[src/rtl/reset_seq_gen_pkg.sv]
// Shared definitions for the reset sequencer: FSM state encoding and
// counter-width helpers.
package reset_seq_gen_pkg;

  typedef enum logic [1:0] {
    ST_ASSERT  = 2'd0,
    ST_STRETCH = 2'd1,
    ST_RELEASE = 2'd2,
    ST_DONE    = 2'd3
  } seq_state_e;

  function automatic int unsigned max2(input int unsigned a, input int unsigned b);
    return (a > b) ? a : b;
  endfunction

  // Wide enough to hold the larger of the two spacing counts without wrapping
  function automatic int unsigned cnt_width(input int unsigned stretch, input int unsigned step);
    return $clog2(max2(stretch, step) + 32'd1);
  endfunction

  function automatic int unsigned chan_width(input int unsigned n_out);
    return $clog2(n_out + 32'd1);
  endfunction

endpackage

[src/rtl/reset_seq_gen_sync.sv]
// Negedge deassertion synchroniser: asynchronously cleared, shifts in ones
// after the async reset lifts and flags sync_ok once the chain is full.
module reset_seq_gen_sync #(
  parameter int SYNC_STAGES = 2
) (
  input  logic i_clk,
  input  logic i_rst_n,
  output logic o_sync_ok
);

  logic [SYNC_STAGES-1:0] r_chain;

  always_ff @(negedge i_clk or negedge i_rst_n) begin
    if (!i_rst_n) begin
      r_chain <= '0;
    end else begin
      r_chain <= {r_chain[SYNC_STAGES-2:0], 1'b1};
    end
  end

  assign o_sync_ok = r_chain[SYNC_STAGES-1];

endmodule

[src/rtl/reset_seq_gen.sv]
// Reset sequencer: async assert, synchronised stretch, then per-channel
// release at fixed spacing; a sampled soft request restarts from the stretch.
module reset_seq_gen
  import reset_seq_gen_pkg::*;
#(
  parameter int SYNC_STAGES    = 2,
  parameter int STRETCH_CYCLES = 10,
  parameter int N_OUT          = 3,
  parameter int STEP_CYCLES    = 4
) (
  input  logic             clk,
  input  logic             reset_a_n,
  input  logic             sw_reset_req,
  output logic [N_OUT-1:0] reset_n,
  output logic             reset_done
);

  localparam int CW  = cnt_width(STRETCH_CYCLES, STEP_CYCLES);
  localparam int CHW = chan_width(N_OUT);
  localparam logic [CW-1:0]  STRETCH_LAST = CW'(STRETCH_CYCLES - 1);
  localparam logic [CW-1:0]  STEP_LAST    = CW'(STEP_CYCLES - 1);
  localparam logic [CHW-1:0] LAST_CHAN    = CHW'(N_OUT - 1);

  if (SYNC_STAGES < 2 || STRETCH_CYCLES < 1 || N_OUT < 1 || STEP_CYCLES < 1) begin : g_bad_param
    $fatal(1, "reset_seq_gen: illegal parameter value");
  end

  seq_state_e       r_state;
  logic [CW-1:0]    r_cnt;
  logic [CHW-1:0]   r_chan;
  logic [N_OUT-1:0] r_reset_n;
  logic             r_done;
  logic             w_sync_ok;
  logic [N_OUT-1:0] w_next_mask;

  reset_seq_gen_sync #(
    .SYNC_STAGES(SYNC_STAGES)
  ) u_sync (
    .i_clk     (clk),
    .i_rst_n   (reset_a_n),
    .o_sync_ok (w_sync_ok)
  );

  // Channels release strictly in index order, so the next mask is a shift-in of one
  assign w_next_mask = (r_reset_n << 1) | N_OUT'(1);

  // The edge on which ASSERT first sees sync_ok counts as the first stretch edge
  always_ff @(negedge clk or negedge reset_a_n) begin
    if (!reset_a_n) begin
      r_state   <= ST_ASSERT;
      r_cnt     <= '0;
      r_chan    <= '0;
      r_reset_n <= '0;
      r_done    <= 1'b0;
    end else begin
      case (r_state)
        ST_ASSERT, ST_STRETCH: begin
          if (r_state == ST_STRETCH && sw_reset_req) begin
            r_cnt     <= '0;
            r_chan    <= '0;
            r_reset_n <= '0;
            r_done    <= 1'b0;
          end else if (r_state == ST_STRETCH || w_sync_ok) begin
            if (r_cnt == STRETCH_LAST) begin
              r_cnt     <= '0;
              r_reset_n <= N_OUT'(1);
              if (N_OUT == 1) begin
                r_state <= ST_DONE;
                r_chan  <= '0;
                r_done  <= 1'b1;
              end else begin
                r_state <= ST_RELEASE;
                r_chan  <= CHW'(1);
              end
            end else begin
              r_cnt   <= r_cnt + CW'(1);
              r_state <= ST_STRETCH;
            end
          end else begin
            r_cnt <= r_cnt;
          end
        end
        ST_RELEASE: begin
          if (sw_reset_req) begin
            r_state   <= ST_STRETCH;
            r_cnt     <= '0;
            r_chan    <= '0;
            r_reset_n <= '0;
            r_done    <= 1'b0;
          end else if (r_cnt == STEP_LAST) begin
            r_cnt     <= '0;
            r_reset_n <= w_next_mask;
            if (r_chan == LAST_CHAN) begin
              r_state <= ST_DONE;
              r_done  <= 1'b1;
            end else begin
              r_chan <= r_chan + CHW'(1);
            end
          end else begin
            r_cnt <= r_cnt + CW'(1);
          end
        end
        ST_DONE: begin
          if (sw_reset_req) begin
            r_state   <= ST_STRETCH;
            r_cnt     <= '0;
            r_chan    <= '0;
            r_reset_n <= '0;
            r_done    <= 1'b0;
          end else begin
            r_reset_n <= '1;
            r_done    <= 1'b1;
          end
        end
        default: begin
          r_state   <= ST_ASSERT;
          r_cnt     <= '0;
          r_chan    <= '0;
          r_reset_n <= '0;
          r_done    <= 1'b0;
        end
      endcase
    end
  end

  // Gating with the raw async input makes assertion immediate, clock or not
  assign reset_n    = r_reset_n & {N_OUT{reset_a_n}};
  assign reset_done = r_done & reset_a_n;

endmodule

[config.mk]
export PLATFORM = sky130hd
export DESIGN_NAME = reset_seq_gen
export DESIGN_NICKNAME = d
export VERILOG_FILES = /design/src/rtl/reset_seq_gen_pkg.sv /design/src/rtl/reset_seq_gen_sync.sv /design/src/rtl/reset_seq_gen.sv
export SDC_FILE = /design/constraint.sdc
export NUM_CORES = 1
export LEC_CHECK = 0
export CORE_ASPECT_RATIO = 0.8
export CORE_UTILIZATION = 30
export DETAILED_ROUTE_END_ITERATION = 10
export GPL_TIMING_DRIVEN = 1
export SYNTH_ARGS = -nofsm -noshare
export SYNTH_HDL_FRONTEND = slang
export SYNTH_HIERARCHICAL = 1
export SYNTH_SLANG_ARGS = --single-unit
[constraint.sdc]
create_clock -name clk -period 2.5 [get_ports clk]
set_input_delay 0.375 -clock clk [delete_from_list [all_inputs] [get_ports clk]]
set_output_delay 0.375 -clock clk [all_outputs]
set_load 0.1 [all_outputs]
Yosys cells after proc, flatten, opt, wreduce, memory -nomap -nowiden
Cells that the tools add are included.
- register bits: 14
- input bits: 3
- output and inout port bits: 4
- logic and storage cells: 70
- add/sub/neg operators: 2
- eq/ne operators: 15
- muxes and demuxes: 36
- bitwise gates (word level): 2
- reduce and logical (&&, ||, !) cells: 9
- operator list (cell ; number):
    $mux 2 ; 14
    $mux 4 ; 6
    $mux 3 ; 6
    $ne 3x3->1 const B ; 5
    $pmux 2 s3 ; 2
    $pmux 4 s3 ; 1
    $reduce_and 5->1 ; 2
    $pmux 3 s3 ; 1
    $ne 2x2->1 const B ; 4
    $eq 2x2->1 const B ; 3
    $reduce_and 3->1 ; 2
    $mux 1 ; 5
    $add 4x1->4 const B ; 1
    $eq 4x2->1 const B ; 1
    $eq 4x4->1 const B ; 1
    $and 3x3->3 ; 1
    $pmux 1 s3 ; 1
    $add 2x1->2 const B ; 1
    $eq 2x1->1 const B ; 1
    $logic_not 2->1 ; 1
    $reduce_and 2->1 ; 1
    $reduce_or 2->1 ; 1
    $and 1x1->1 ; 1
    $logic_and 1x1->1 ; 1
    $logic_or 1x1->1 ; 1

Logic depth before layout (Yosys ltp)
- word-level depth: 5
- depth in mapped cells: 6
- gate-level depth less buffers: 6

By module
Netlist, hierarchy kept.
- by module, submodules not included (module ; times used ; cells each ; area each (um^2) ; sequential area each (um^2)):
    reset_seq_gen ; 1 ; 75 ; 760.7 ; 300.3
    reset_seq_gen_sync ; 1 ; 3 ; 53.8 ; 50.0

==> metrics.txt <==
run status finished with violations; worst r2r src r_cnt[0]$_DFFE_NN0P_; CTS tree done; setup repair after global routing missed its margin yes; final setup margin -0.1301 ns; Post-synth ARST share 1.000; Top-Level Pins 7; core area 0.002502 mm²; Final Hold Viols 0; DRT antenna net count 0; iteration-0 DRC count of the detailed router 7; Worst Setup SP r_done$_DFFE_NN0P_; DRC violations left 0; sequential element share of the synthesized area 0.4301; Pwr per Cell Area 446.2 mW/mm²; CP Max Fanout 2; GPL Wtd Cong 0.7711; Startpoint Class flop; hold_buf cts 0; dpl ws -0.6563 ns; Area Overhead vs Synth 29.34%; TritonCTS buffer count 3; worst reg2reg path depth 5; CP cell instances and2_4 -> buf_12; DP Area 989.7 µm²; # clock sinks 14; Avg Inst Size Synth 10.44 µm²; post-DR wirelength/cell 11.09 µm; worst path bufs/invs 1; Yosys top cell area share 0.4301; Critical Path RT 2.12 ns; worst ir drop on vdd 0.0003032 V; Pins Over Slew Limit 0; YS warnings 6; Routed WL 1453 µm; Cell variety after synth 33; largest area contributor in the netlist dfrtn_1; clk buf depth 2; Netlist Area Pre-Place 814.5 µm²; syn_nets 84; Hold Crit Class reg2reg; Final Cell Area 0.001054 mm²; CP top delay family flip-flops; Reg2Reg Setup Slack 0.73 ns; worst r2r dst r_cnt[0]$_DFFE_NN0P_; site row count 16; Setup CP Type reg2out; nets@finish 103; number of enable flip-flop cells after synthesis 0; # port buffers 6; Yosys reg bits 14; CP max-delay cell dfrtn_1; Syn Inst Count 78; die area 0.002929 mm²; crit path DAT 2.26 ns; violated checks setup timing; Synth top cells by count dfrtn_1, o21ai_0, and2_1, nand2_1, inv_1; Final HPWL DP 1064 µm; hold path startpoint u_sync/r_chain[0]$_DFF_NN0_; ANT cells 0; layout cells sized above 1 0.3368; Leak 0.4887 nW; First-pass DRT Iterations 3; Clk Tree Root Cell clkbuf_4; first-pass GRT wire length 2656 µm; Hold EP u_sync/r_chain[1]$_DFF_NN0_; Worst path max stage delay 0.41 ns; max cap viols 0; clk_lat worst skew 0.28 ns; crit end category primary output; Hold Path Depth 0; Initial Util 0.3255; antenna violations before repair 0; Global Route Usage Sum 0.1186; count leader, synth dfrtn_1; GRT overflow 0; Reg clk slew, reported paths 0.06 ns; detail-routed via count per cell 4.649; final setup fails 4; DIE HEIGHT 48.61 µm; ranking of synthesized cells by area dfrtn_1, o21ai_0, and2_1, ha_1, a2bb2oi_2; Fill cells 251; number of global-route vias before repair 590; overall power 470.0 µW; H-tree depth 1; Via Count 609; width of the die 60.26 µm; Synth Flop Type dfrtn_1; clock skew 0.001144 ns; largest net degree at the start of global routing 19
==> cell usage in the layout (no fill, tap or decap), drive strengths merged, types with 2 or more instances in the layout <==
| master | n |
|---|---|
| a21o | 3 |
| a21oi | 4 |
| a2bb2oi | 3 |
| and2 | 6 |
| buf | 15 |
| clkbuf | 3 |
| dfrtn | 14 |
| ha | 3 |
| inv | 4 |
| nand2 | 5 |
| nand2b | 3 |
| nand3 | 2 |
| nor2 | 3 |
| o21ai | 10 |
| o2bb2ai | 2 |
==> final cells by class <==
| cell class | instances | area, µm² | area share |
|---|---|---|---|
| multi-input cells | 58 | 450.4 | 0.4276 |
| flip-flops and latches | 14 | 350.3 | 0.3325 |
| repair buffers | 16 | 170.2 | 0.1615 |
| well taps | 36 | 45.04 | 0.04276 |
| clock buffers | 3 | 22.52 | 0.02138 |
| inverters | 4 | 15.01 | 0.01425 |
==> kinds of logic after synthesis <==
group                    count (synthesis)  synth area share
AND/OR/NAND/NOR                         28            0.2289
buffers and inverters                    6           0.03379
flip-flops                              14            0.4301
AO/OA/AOI/OAI                           25            0.2443
multiplexers                             1           0.01229
adder cells (fa/ha/maj)                  3           0.04609
other                                    1          0.004604
==> flip-flops by register name, summed over array words and instances (netlist names) <==
name / flops
r_cnt: 4
r_reset_n: 3
r_chan: 2
r_state: 2
u_sync/r_chain: 2
r_done: 1
==> where the power goes <==
part           switching (mW)  leakage (nW)  total [mW]  internal (mW)
Clock                  0.0690        0.0138       0.125         0.0558
Sequential            0.00845         0.176       0.249          0.241
Combinational          0.0518         0.299      0.0962         0.0444
==> per-stage QoR <==
stage | util | std cells | hold slack [ns] | TNS [ns]
floorplan | - | 78 | 0.2917 | -0.01348
global placement | 0.3955 | 123 | 0.2954 | -6.331
detailed placement | 0.3955 | 123 | 0.2991 | -6.883
CTS | 0.4190 | 130 | 0.2995 | -0.5660
global route | 0.4210 | 131 | 0.3122 | -0.6818
finish | 0.4210 | 131 | 0.2990 | -0.5121
==> worst max-delay path by stage <==
stage	endpoint	slack [ns]	cells past startpoint
after floorplan	reset_n[1]	-0.01	1
after global placement	r_cnt[0]$_DFFE_NN0P_	-0.61	5
after detailed placement	r_chan[1]$_DFFE_NN0P_	-0.66	5
after CTS	reset_done	-0.15	2
after global routing	reset_n[2]	-0.19	2
final	reset_done	-0.13	2
==> worst register-to-register path, delay by kind of cell (launching register included) <==
kind	cells	cell delay (ns)
flip-flops	1	0.47
AO/OA/AOI/OAI	2	0.34
AND/OR/NAND/NOR	2	0.61
adder cells (fa/ha/maj)	1	0.20
==> repair_timing <==
action / CTS / global route
resized for setup: 7 / 5
buffers inserted: 4 / 1
endpoints found under the setup margin: 15 / 9
pin swaps: 1 / 2
==> metal layers <==
metal	wire length, µm	share of wire	global-route usage
met5	0	0	0
met4	0	0	0.01163
met3	66	0.045	0.04813
met2	672	0.46	0.1612
met1	715	0.49	0.1798
No activity file was read; power rests on OpenSTA's default activity.
